==> config.mk <==
export PLATFORM = sky130hd
export DESIGN_NAME = insn_encoder
export DESIGN_NICKNAME = d
export VERILOG_FILES = /design/src/rtl/insn_encoder.sv
export SDC_FILE = /design/constraint.sdc
export NUM_CORES = 1
export LEC_CHECK = 0
export ABC_CLOCK_PERIOD_IN_PS = 2910
export BUFFER_PORTS_ARGS = -buffer_cell sky130_fd_sc_hd__buf_2
export CORE_UTILIZATION = 58
export DETAILED_ROUTE_END_ITERATION = 12
export GPL_ROUTABILITY_DRIVEN = 0
export PLACE_DENSITY = 0.91
export SYNTH_ARGS = -nofsm -noshare
export SYNTH_HDL_FRONTEND = slang
export SYNTH_SLANG_ARGS = --single-unit
==> constraint.sdc <==
create_clock -name clk -period 2.91 [get_ports clk]
set_input_delay 0.582 -clock clk [delete_from_list [all_inputs] [get_ports clk]]
set_output_delay 0.582 -clock clk [all_outputs]
set_load 0.02 [all_outputs]
==> src/rtl/insn_encoder.sv <==
// RVV instruction word encoder: assembles ARITH/CFG/MEM words from decoder-style field
// bundles, drops illegal bundles with a one-cycle err pulse, and queues words in a small FIFO.
module insn_encoder #(
  parameter int unsigned INSN_WIDTH = 32,
  parameter int unsigned DEPTH      = 4,
  parameter int unsigned CNT_WIDTH  = 16
) (
  input  logic                      clk,
  input  logic                      rst,
  input  logic                      in_valid,
  output logic                      in_ready,
  input  logic [1:0]                fmt,
  input  logic [6:0]                opcode_mjr,
  input  logic [2:0]                opcode_mnr,
  input  logic [4:0]                dest,
  input  logic [4:0]                src_1,
  input  logic [4:0]                src_2,
  input  logic [2:0]                width,
  input  logic [1:0]                mop,
  input  logic                      mew,
  input  logic [2:0]                nf,
  input  logic [10:0]               vtype_11,
  input  logic [9:0]                vtype_10,
  input  logic [1:0]                cfg_type,
  input  logic                      vm,
  input  logic [5:0]                funct6,
  output logic                      out_valid,
  input  logic                      out_ready,
  output logic [INSN_WIDTH-1:0]     out_insn,
  output logic [$clog2(DEPTH):0]    fifo_count,
  output logic                      err,
  output logic [CNT_WIDTH-1:0]      issued_count
);

  localparam int unsigned PtrW = $clog2(DEPTH);

  localparam logic [1:0] FmtArith = 2'd0;
  localparam logic [1:0] FmtCfg   = 2'd1;
  localparam logic [1:0] FmtMem   = 2'd2;
  localparam logic [6:0] OpV      = 7'h57;
  localparam logic [6:0] OpLoadFp = 7'h07;
  localparam logic [6:0] OpStrFp  = 7'h27;

  logic [INSN_WIDTH-1:0] word;
  logic                  legal;

  always_comb begin
    word  = '0;
    legal = 1'b0;
    case (fmt)
      FmtArith: begin
        word  = {funct6, vm, src_2, src_1, opcode_mnr, dest, OpV};
        legal = (opcode_mnr != 3'b111);
      end
      FmtCfg: begin
        legal = 1'b1;
        if (!cfg_type[1]) begin
          word = {1'b0, vtype_11, src_1, 3'b111, dest, OpV};
        end else if (cfg_type[0]) begin
          word = {2'b11, vtype_10, src_1, 3'b111, dest, OpV};
        end else begin
          word = {1'b1, 6'b0, src_2, src_1, 3'b111, dest, OpV};
        end
      end
      FmtMem: begin
        word  = {nf, mew, mop, vm, src_2, src_1, width, dest, opcode_mjr};
        legal = (opcode_mjr == OpLoadFp) || (opcode_mjr == OpStrFp);
      end
      default: begin
        word  = '0;
        legal = 1'b0;
      end
    endcase
  end

  logic [INSN_WIDTH-1:0] mem_q [DEPTH];
  logic [PtrW-1:0]       wr_ptr_q, rd_ptr_q, head_ptr;
  logic [PtrW:0]         count_q, count_d;
  logic [INSN_WIDTH-1:0] out_insn_q, head_word;
  logic                  err_q;
  logic [CNT_WIDTH-1:0]  issued_q;
  logic                  accept, push, pop;

  assign in_ready = (count_q != (PtrW+1)'(DEPTH));
  assign out_valid = (count_q != '0);
  assign accept   = in_valid & in_ready;
  assign push     = accept & legal;
  assign pop      = out_valid & out_ready;

  always_comb begin
    count_d = count_q;
    if (push && !pop) begin
      count_d = count_q + 1'b1;
    end else if (pop && !push) begin
      count_d = count_q - 1'b1;
    end
  end

  // Next head: a word pushed this cycle into the slot the head moves to must bypass the array.
  assign head_ptr  = pop ? rd_ptr_q + 1'b1 : rd_ptr_q;
  assign head_word = (push && (wr_ptr_q == head_ptr)) ? word : mem_q[head_ptr];

  always_ff @(posedge clk) begin
    if (push) begin
      mem_q[wr_ptr_q] <= word;
    end
  end

  always_ff @(posedge clk or negedge rst) begin
    if (!rst) begin
      wr_ptr_q   <= '0;
      rd_ptr_q   <= '0;
      count_q    <= '0;
      out_insn_q <= '0;
      err_q      <= 1'b0;
      issued_q   <= '0;
    end else begin
      if (push) begin
        wr_ptr_q <= wr_ptr_q + 1'b1;
      end
      if (pop) begin
        rd_ptr_q <= rd_ptr_q + 1'b1;
        issued_q <= issued_q + 1'b1;
      end
      count_q <= count_d;
      if (count_d != '0) begin
        out_insn_q <= head_word;
      end
      err_q <= accept & ~legal;
    end
  end

  assign out_insn     = out_insn_q;
  assign fifo_count   = count_q;
  assign err          = err_q;
  assign issued_count = issued_q;

endmodule

==> After elaboration in Yosys (flattened, before gate mapping) <==
Memories as Yosys holds them, arrays and structs flattened. A register that Yosys moved wholly into a read port is not among the register bits.
Index checks and enable logic that the tools add are counted.
{ "classes": {"add_sub_neg": 5, "n_eq_ne": 6, "mux": 9, "bitwise_logic": 5, "n_reduce_logical": 9} }
{ "op_table": {"columns": ["op", "n"], "rows": [
  ["32-bit one-hot mux with 3 select lines", 1],
  ["32-bit 2-to-1 mux", 1],
  ["31-bit 2-to-1 mux", 1],
  ["16-bit by 1-bit adder with 16-bit output (second input constant)", 1],
  ["7-bit by 3-bit equality test with 1-bit output (second input constant)", 1],
  ["7-bit by 6-bit equality test with 1-bit output (second input constant)", 1],
  ["3-bit 2-to-1 mux", 2],
  ["3-bit != test (second input constant)", 2],
  ["3-bit nonzero test", 2],
  ["2-bit by 1-bit adder with 2-bit output (second input constant)", 2],
  ["1-bit AND", 4],
  ["3-bit by 1-bit adder with 3-bit output (second input constant)", 1],
  ["1-bit logical NOT", 3],
  ["1-bit one-hot mux with 3 select lines", 1],
  ["3-bit by 1-bit subtractor with 3-bit output (second input constant)", 1],
  ["2-bit by 1-bit equality test with 1-bit output (second input constant)", 1],
  ["2-bit equality test (second input constant)", 1],
  ["1-bit logical AND", 2],
  ["2-bit logical NOT", 1],
  ["1-bit 2-to-1 mux", 2],
  ["2-bit 2-to-1 mux", 1],
  ["1-bit logical OR", 1],
  ["1-bit NOT", 1]
]} }
{ "totals": {"regBits": 24, "ram_bits": 128, "wordCells": 40, "n_memories": 1} }
{ "memory_table": {"columns": ["name", "depth", "width", "read_ports", "rd_clocked_by_memory_dff", "wr", "line_no", "rtl"], "rows": [
  ["mem_q", 4, 32, 1, 1, 1, "76", "logic [INSN_WIDTH-1:0] mem_q [DEPTH];"]
]} }

==> Depth between registers and ports, before layout <==
{ "logic_depth": {"depth_word": 9, "mapped_depth": 11, "mapped_depth_nobuf": 9} }

==> Least setup slack after synthesis <==
OpenSTA, ideal clock, no wires.
{ "synth_timing": {"path_type": "input-to-reg", "startpoint": "in fmt[1]", "endpoint": "mem mem_q[2][0] (enable)", "setup_ps": 392, "t_arrival_ps": 2637, "path_slack_ps": -119, "path_stages": 7, "path_buffers": 3, "path_cell_list": "buf_4 > or4b_1 > o22ai_2 > and2b_1 > buf_4 > clkbuf_1 > and2_1"} }
{ "synth_between": {"elab_chain_cells": 5, "elab_cells_between_ends": 7, "cone_classes": "eq/ne: 2; mux: 3; bitwise: 1; reduce/logical: 1"} }
{ "synth_rtl": {"columns": ["element", "line_no", "rtl"], "rows": [
  ["from (decl)", "12", "input logic [1:0] fmt,"],
  ["2-bit equality test (tied with other cells)", "50", "case (fmt)"],
  ["1-bit one-hot mux with 3 select lines (*)", "50", null],
  ["1-bit AND (*)", "87", "assign push = accept & legal;"],
  ["1-bit 2-to-1 mux (*)", "104", "if (push) begin"],
  ["1-bit 2-to-1 mux (implied by the code) (*)", "105", "mem_q[wr_ptr_q] <= word;"],
  ["to (decl)", "76", null]
]} }
Every way passes the cells marked *; elsewhere a longest branch is shown, timed or not.

==> Worst setup path after layout <==
{ "layout_timing": {"startpoint": "reg count_q[1], in the netlist fifo_count[1]", "endpoint": "reg out_insn_q[26], in the netlist out_insn[26], read port of mem_q"} }
{ "layout_between": {"elab_chain_cells": 8, "elab_cells_between_ends": 15, "cone_classes": "add/sub: 2; eq/ne: 1; mux: 3; bitwise: 3; reduce/logical: 6"} }
{ "layout_rtl": {"columns": ["element", "line_no", "rtl"], "rows": [
  ["from (decl)", "78", "logic [PtrW:0] count_q, count_d;"],
  ["from (signal assigned)", "125", "count_q <= count_d;"],
  ["3-bit != test", "84", "assign in_ready = (count_q != (PtrW+1)'(DEPTH));"],
  ["1-bit AND", "86", "assign accept = in_valid & in_ready;"],
  ["1-bit AND", "87", null],
  ["1-bit logical NOT", "94", "end else if (pop && !push) begin"],
  ["1-bit logical AND", "94", null],
  ["3-bit 2-to-1 mux", "94", null],
  ["3-bit 2-to-1 mux", "92", "if (push && !pop) begin"],
  ["3-bit nonzero test", "126", "if (count_d != '0) begin"],
  ["to (decl)", "79", "logic [INSN_WIDTH-1:0] out_insn_q, head_word;"]
]} }
Several ways; a longest one is shown, not always the timed one.
A chain may end at the register's enable or synchronous reset.

==> results.md <==
* Longest Clk Path Bufs at 2
* Most frequent cells in the layout: edfxtp_1 (128), buf_2 (123), dfrtp_1 (54)
* Syn_area_per_cell at ~12 um2
* Slew Viols, Final at 0
* CTS tree: done
* Largest net degree at the start of global routing at 69
* CP Max Fanout at 27
* Syn. warnings at 0
* Static leakage at roughly 4.6 nW
* Synth Area in Simple Gates at 0.1014
* Min-delay worst type: in -> async
* Register area share after synthesis at 0.5728
* Fin crit share at 0.9568
* Worst Tran Pin Value at 0.6919 ns
* CTS Sinks at 184
* Commonest non-fill, non-tap cell in the layout: edfxtp_1
* Post-CTS Hold Buffers at 0
* Post-route ant nets at 0
* DRC errors left at 0
* Ant. Diodes at 0
* First-pass detailed-route iteration total at 7
* Placed cells at 1,071
* CTS resizes at 0
* Routed WL at ~23,000 um
* Min cycle time layout at about 2.8 ns
* Clk slew on worst S/H paths at ~0.070 ns
* Synth Area in XOR/XNOR at 0.02008
* Arrival time worst endpoint at between 3 and 4 ns
* Final design utilization at 0.7079
* Area growth syn-to-layout at 18.39%
* CP startpoint: fifo_count[1]
* FF-to-FF setup slack at ~0.13 ns
* Synthesis-stage register bit count at about 180
* RSZ-0062 raised after global routing: false
* CTS buffer count at 17
* WP data required at 3.22 ns
* Die height at 127.7 um
* DR iter-0 viols at 930
* Syn Inst Count at 753
* Total number of vias at 7,028
* Peak VDD IR at 0.6949 mV
* P per Cell Area at 1021 nW/um2
* Adder-Cell Fraction of Synth Area at 0.01093
* Count of flip-flops with a built-in enable after synthesis at 128
* Critical path type: reg -> reg
* Clock Latency Late Sink at ~0.43 ns
* Worst Setup Start Kind: flip-flop
* Num rows at 45
* Gr usage total at 0.2944
* Library cells used by synthesis at 51
* R2r worst-path depth at 11
* Final Skew at a little over 0.01 ns
* Status: finished, final reports clean
* Routed wire length per instance at between 20 and 25 um
* Setup TNS after final layout at 0 ns
* Root buf cell: clkbuf_16
* Slew headroom at 0.5352
* Initial antenna violation count at 0
* DP HPWL at approximately 16,000 um
* Effective utilization at floorplan at 0.5980
* Max Cap Viol at 0
* Nets at around 960
* Port buffer count at 123
* Final setup fails at 0
* CORE AREA at 15,310 um2
* Worst reg2reg endpoint: out_insn[26]
* Post-Syn Nets at 831
* Critical Path Sink Type: flip-flop
* Vias/cell at 6.372
* R2r startpoint: fifo_count[1]
* Fmax at approximately 360 MHz
* Boundary Pins at around 120
* Multiplexer share of the synthesized area at 0.1139
* Layout cells sized above 1 at 0.2679
* Final hold vios at 0
* Vias in the first global route at 6,824
* Postcts setup bufs at 0
* Die Footprint at 16,300 um2
* Die width at around 130 um
* GRT overflow at 0
* Largest family of logic cells by synthesized area: compound AO/OA/AOI/OAI gates
* Final Non-Filler Cells at approximately 1,100
* Mapped cell area at between 9000 and 10,000 um2
* First-pass GRT wire length at approximately 36,000 um
* Fill count at roughly 1,000
* Top_reg_cell synth: edfxtp_1
* H-tree level count at 4
* Async S/R FF share, synth at 0.3043
* Post-synthesis compound-gate area fraction at 0.1293
[power breakdown]
| group | switching, mW | internal [mW] |
|---|---|---|
| Clock | 1.01 | 1.18 |
| Sequential | 0.390 | 3.37 |
| Combinational | 2.86 | 2.27 |
[worst max-delay path: stages (launching register included)]
cell and delay [ns]:
dfrtp_1 0.39, inv_1 0.11, ha_1 0.20, nor2b_2 0.17, buf_12 0.17, inv_4 0.16, a21oi_1 0.13, buf_12 0.20
a211o_1 0.30, a22o_1 0.25, mux2_1 0.30, mux2_4 0.27
[how the worst max path moves through the flow]
stage,slack (ns),endpoint,cells after the start
2_1_floorplan,0.16,out_insn[10],11
3_3_place_gp,0.12,out_insn[29],9
3_5_place_dp,-0.002,out_insn[24],10
4_1_cts,0.05,out_insn[26],11
5_1_grt,0.01,out_insn[10],9
6_report,0.13,out_insn[26],11
[cell usage after synthesis (all sizes together) (14+ instances only)]
library cell  instances  area [um2]
o21ai                26       130.1
edfxtp              128        3844
a211o                17       148.9
a22o                 15       131.4
nand3                31       155.2
nor2                 21       78.83
o221ai               17       148.9
nand4                21       131.4
buf                  20       120.1
nand2                33       123.9
inv                  51       191.4
nor3                 20       100.1
mux2                 34       442.9
a21oi                20       100.1
and2                 20       125.1
dfrtp                56        1401
clkbuf               43       161.4
mux2i                51       510.5
a211oi               15       112.6
xnor2                14       122.6
o31ai                18       135.1
[metal layers]
metal / vias to the layer above / share of wire / global-route usage
met1: 3396 / 0.40 / 0.3853
met4: 0 / 0.029 / 0.1225
li1: 3109 / - / -
met5: - / 0 / 0
met3: 67 / 0.089 / 0.05426
met2: 456 / 0.49 / 0.4876
[through the flow]
step                      area, um2  hold WS (ns)  setup slack [ns]  total power [mW]
after floorplan                9163        0.2864            0.1637             7.192
after detailed placement      10280        0.4816         -0.001610             8.809
after CTS                     10840        0.1194           0.05381             11.01
after global routing          10840        0.1382           0.01316             11.58
after global placement        10280        0.4585            0.1213             8.541
final                         10840        0.1120            0.1257             11.07
[registers in the layout, summed over array words and instances (netlist names)]
name	flops
mem_q	128
out_insn	32
issued_count	16
fifo_count	3
rd_ptr_q	2
wr_ptr_q	2
err	1
[layout make-up]
cell class                      instances  area, um2  share of cell area
Inverter                               51      193.9             0.01789
Timing Repair Buffer                  170       1119              0.1032
Multi-Input combinational cell        455       3465              0.3196
Clock buffer                           17      425.4             0.03924
Tap cell                              211      264.0             0.02435
Sequential cell                       184       5248              0.4840
Clock inverter                         15      127.6             0.01177
[logic make-up after synthesis]
| family | Yosys count |
|---|---|
| adders and majority gates | 8 |
| DFF | 184 |
| AOI/OAI and AO/OA | 163 |
| buffers and inverters | 114 |
| muxes | 89 |
| xor gates and xnor gates | 21 |
| and+or+nand+nor | 174 |
No activity file was read; power rests on OpenSTA's default activity.
